<file path="src/rtl/hit_sender.sv">
// rtl/hit_sender.sv - buffered hit producer driving a registered-hit consumer via DOUT/CE_OUT
module hit_sender #(
    parameter int HITBITS    = 10,
    parameter int DEPTH_LOG2 = 3,
    parameter int CNTBITS    = 8
) (
    input  logic               CLOCK,
    input  logic               RESET,
    input  logic [HITBITS-1:0] WR_DIN,
    input  logic               WR_EN,
    input  logic               WR_EE,
    output logic               FULL,
    output logic               EMPTY,
    input  logic               HOLD,
    output logic [HITBITS-1:0] DOUT,
    output logic               CE_OUT,
    output logic               EE_OUT,
    output logic [CNTBITS-1:0] EVT_CNT,
    output logic               OVERFLOW
);
    localparam int DEPTH = 1 << DEPTH_LOG2;
    localparam int PW    = DEPTH_LOG2 + 1;
    localparam logic [PW-1:0]      PTR_ONE = 1;
    localparam logic [CNTBITS-1:0] CNT_ONE = 1;

    logic [PW-1:0]      r_wptr;
    logic [PW-1:0]      r_rptr;
    logic [HITBITS:0]   r_mem [DEPTH];
    logic [HITBITS-1:0] r_dout;
    logic               r_ce;
    logic               r_ee;
    logic [CNTBITS-1:0] r_evt_cnt;
    logic               r_overflow;

    logic               w_empty;
    logic               w_full;
    logic               w_pop;
    logic               w_wr;
    logic               w_drop;
    logic [HITBITS:0]   w_head;

    // Extra pointer MSB distinguishes full from empty when the low bits match.
    assign w_empty = (r_wptr == r_rptr);
    assign w_full  = (r_wptr[PW-1] != r_rptr[PW-1]) &&
                     (r_wptr[PW-2:0] == r_rptr[PW-2:0]);
    assign w_pop   = !w_empty && !HOLD;
    assign w_wr    = WR_EN && (!w_full || w_pop);
    assign w_drop  = WR_EN && w_full && !w_pop;
    assign w_head  = r_mem[r_rptr[PW-2:0]];

    always_ff @(posedge CLOCK) begin
        if (w_wr) begin
            r_mem[r_wptr[PW-2:0]] <= {WR_EE, WR_DIN};
        end
    end

    always_ff @(posedge CLOCK or negedge RESET) begin
        if (!RESET) begin
            r_wptr     <= '0;
            r_rptr     <= '0;
            r_dout     <= '0;
            r_ce       <= 1'b0;
            r_ee       <= 1'b0;
            r_evt_cnt  <= '0;
            r_overflow <= 1'b0;
        end else begin
            if (w_wr) begin
                r_wptr <= r_wptr + PTR_ONE;
            end
            if (w_pop) begin
                r_rptr <= r_rptr + PTR_ONE;
                r_dout <= w_head[HITBITS-1:0];
                r_ee   <= w_head[HITBITS];
                r_ce   <= 1'b1;
                if (w_head[HITBITS]) begin
                    r_evt_cnt <= r_evt_cnt + CNT_ONE;
                end
            end else begin
                r_ce <= 1'b0;
                r_ee <= 1'b0;
            end
            if (w_drop) begin
                r_overflow <= 1'b1;
            end
        end
    end

    assign FULL     = w_full;
    assign EMPTY    = w_empty;
    assign DOUT     = r_dout;
    assign CE_OUT   = r_ce;
    assign EE_OUT   = r_ee;
    assign EVT_CNT  = r_evt_cnt;
    assign OVERFLOW = r_overflow;
endmodule

</file>
<file path="config.mk">
export PLATFORM = sky130hd
export DESIGN_NAME = hit_sender
export DESIGN_NICKNAME = d
export VERILOG_FILES = /design/src/rtl/hit_sender.sv
export SDC_FILE = /design/constraint.sdc
export NUM_CORES = 1
export LEC_CHECK = 0
export CAP_MARGIN = 20
export CORE_UTILIZATION = 30
export DETAILED_ROUTE_END_ITERATION = 12
export GPL_TIMING_DRIVEN = 0
export PLACE_DENSITY = 0.59
export REMOVE_ABC_BUFFERS = 1
export SLEW_MARGIN = 20
export SYNTH_ARGS = -nofsm -noshare
export SYNTH_HDL_FRONTEND = slang
export SYNTH_SLANG_ARGS = --single-unit
</file>
<file path="constraint.sdc">
create_clock -name CLOCK -period 5.8 [get_ports CLOCK]
set_input_delay 1.74 -clock CLOCK [delete_from_list [all_inputs] [get_ports CLOCK]]
set_output_delay 1.74 -clock CLOCK [all_outputs]
set_load 0.005 [all_outputs]
</file>
==> results.toml <==
[run_status]
status = "finished clean"

[logic_synthesis]
synth_flop_cell = "edfxtp_1"
synth_top_family_by_area = "multiplexers"
synth.distinct_cells = 31
synth_area_mm2 = 0.004683
synth_xor_xnor_area_share_pct = 3.366
synth_fa_ha_area_share_pct = 0.8015
synthMuxAreaShare_pct = 13.81
syn_inst = 245
synth_compound_area_share_pct = 1.924
seq_area_frac_synth_pct = 71.92
synth_edf_count = 88
syn_area_per_cell_um2 = 19.12
ys_ff_latch = 117
async_flop_share_pct = 24.79
ys_warn_count = 0
synth_simple_gate_area_share_pct = 6.332

[floorplan]
die_h_um = 126.9
io_pins = 38
rows = 45
coreArea_mm2 = 0.01520
die_w_um = 126.9
start_util_pct = 30.81
die_area_mm2 = 0.01612

[clocking]
cts_hold_buf = 0
clkLatencyLatePin_ps = 410
ctsResizeCount = 0
ctsRootBufferMaster = "clkbuf_16"
cts_made_buffers = 17
cts.clk_slew.worst_paths_ps = 50
cts_buffer_depth = 2
post_cts_buffers = 0
cts_tree = "done"
cts_sinks = 117
cts-htree-levels = 4

[sta]
worstMarginPinSlew_ps = 893.9
period_share_pct = 79.38
setup_viol = 0
clock.fmax_mhz = 217.2
slew_headroom_pct = 40.41
fin_hold_ws_ps = 473.2
fin_tns_setup_ps = 0
period_needed_ps = 4604
slew_viol_final = 0
finalHoldViolCount = 0
rsz0062_at_grt = "false"
finClkSkew_ps = 6.422
fin_ws_ps = 1196

[power]
total_power_mw = 3.082
p_per_area_mw_per_mm2 = 529.6
irDropWorstVdd_v = 0.0002947
leakagePower_nw = 2.030

[worst_setup_path]
cp-end-kind = "output pin"
crit_fanout = 14
critical_path_class = "reg -> out"
crit_arrival_ps = 2860
start_kind = "flop"
cp.required_ps = 4060

[job]
drv_cap = 0

[placement]
globalplace.congestion = 0.6729
port-buffer-count = 37
dpl.hpwl_um = 5233
dpl_worst_slack_ps = 1584

[route]
first_pass_iters = 4
first_iter_violations = 101
post_drt_wl_per_cell_um = 17.97
drt-total-wl_um = 8803
vias_per_cell = 4.663
remaining_drc_errors = 0
vias = 2285
antenna_left = 0

[global_route]
grt_max_degree = 27
grt_first_pass_wirelength_um = 13770
grt_util_all_layers_pct = 12.19
grt_overflow_total = 0
antenna_found_initial = 0
grt_pass1_vias = 2390

[final_layout]
final_common_cell = "edfxtp_1"
insertedDiodeCount = 0
final_util_pct = 38.28
drive_gt1_share_pct = 22.52
area_growth_pct = 24.26
final_net_count = 308
most-common-layout-cells = "edfxtp_1 (88), clkdlybuf4s50_1 (36), dfrtp_1 (27)"
nFillCells = 1401

[worst_hold_path]
hp-class = "reg -> reg"
-- registers in the layout (all words and copies together), names as in the netlist --
signal,cells
OVERFLOW,1
DOUT,10
CE_OUT,1
EE_OUT,1
r_mem,88
r_wptr,4
EVT_CNT,8
r_rptr,4
-- where the power goes --
group / switching, mW / leakage (nW) / internal, mW
logic: 0.375 / 0.650 / 0.474
clock network: 0.351 / 0.242 / 0.579
registers: 0.201 / 1.14 / 1.10
total: 0.927 / 2.03 / 2.16
-- metal layers --
metal / vias to the layer above / global-route usage (%) / wire [µm] / part of all wire, %
met2: 47 / 19.91 / 4439 / 50
met5: - / 0 / 0 / 0
met3: 13 / 4.977 / 366 / 4.2
li1: 1055 / - / - / -
met1: 1170 / 14.39 / 3868 / 44
met4: 0 / 4.622 / 128 / 1.5
-- per-stage QoR --
step	cell area, µm²	cells
detailed placement	5294	459
CTS	5819	490
global placement	5206	455
floorplan	4601	230
global route	5819	490
finish	5819	490
-- synthesized netlist by cell type, types with 2 or more instances --
cell	instances	share of area, %
xor2_1	15	2.8
nor4_2	2	0.53
mux4_2	21	10
mux2_2	3	0.72
and4b_1	3	0.64
buf_1	2	0.16
edfxtp_1	88	56
nand4_1	3	0.40
nor4_4	2	0.91
and3b_1	2	0.37
nor2_1	12	0.96
clkbuf_1	2	0.16
nand2_1	4	0.32
a21oi_1	12	1.3
nand3_1	2	0.21
ha_1	3	0.80
and4bb_2	2	0.53
buf_2	9	0.96
buf_6	2	0.48
nor4b_2	2	0.64
dfrtp_1	29	15
mux2i_1	14	3.0
xnor2_1	3	0.56
-- final timing paths --
kind | from | end | slack, ps | cells past startpoint
min reg2reg | EVT_CNT[7] | EVT_CNT[7] | 470 | 1
min in group asynchronous | RESET | EVT_CNT[5] | 1260 | 1
min | EVT_CNT[7] | EVT_CNT[7] | 470 | 1
max reg2reg | r_rptr[2] | r_mem[6][8] | 2820 | 4
max in group asynchronous | RESET | r_rptr[0] | 4080 | 2
max | r_rptr[2] | EMPTY | 1200 | 3
-- layout make-up --
class,instances,area [µm²],area share (%)
clock inverters,10,85.08,1.462
multi-input cells,112,1249,21.46
clock buffers,21,440.4,7.568
repair buffers,41,435.4,7.482
flip-flops and latches,117,3371,57.92
well taps,188,235.2,4.042
inverters,1,3.754,0.06450
-- worst max-delay path, cell delays in order (launching register included) --
cell and delay, ps:
dfrtp_1 930, xor2_1 320, nor4_4 580, clkdlybuf4s50_1 630
-- logic make-up (layout without fill, tap and decap cells) --
family                     count (synthesis)  after routing
muxes                                     38             38
buffers and inverters                     16             73
adders and majority gates                  3              3
xor gates and xnor gates                  18             18
DFF                                      117            117
and+or+nand+nor                           38             38
AOI/OAI and AO/OA                         15             15
Note: power is estimated with default switching activity, not from simulation.
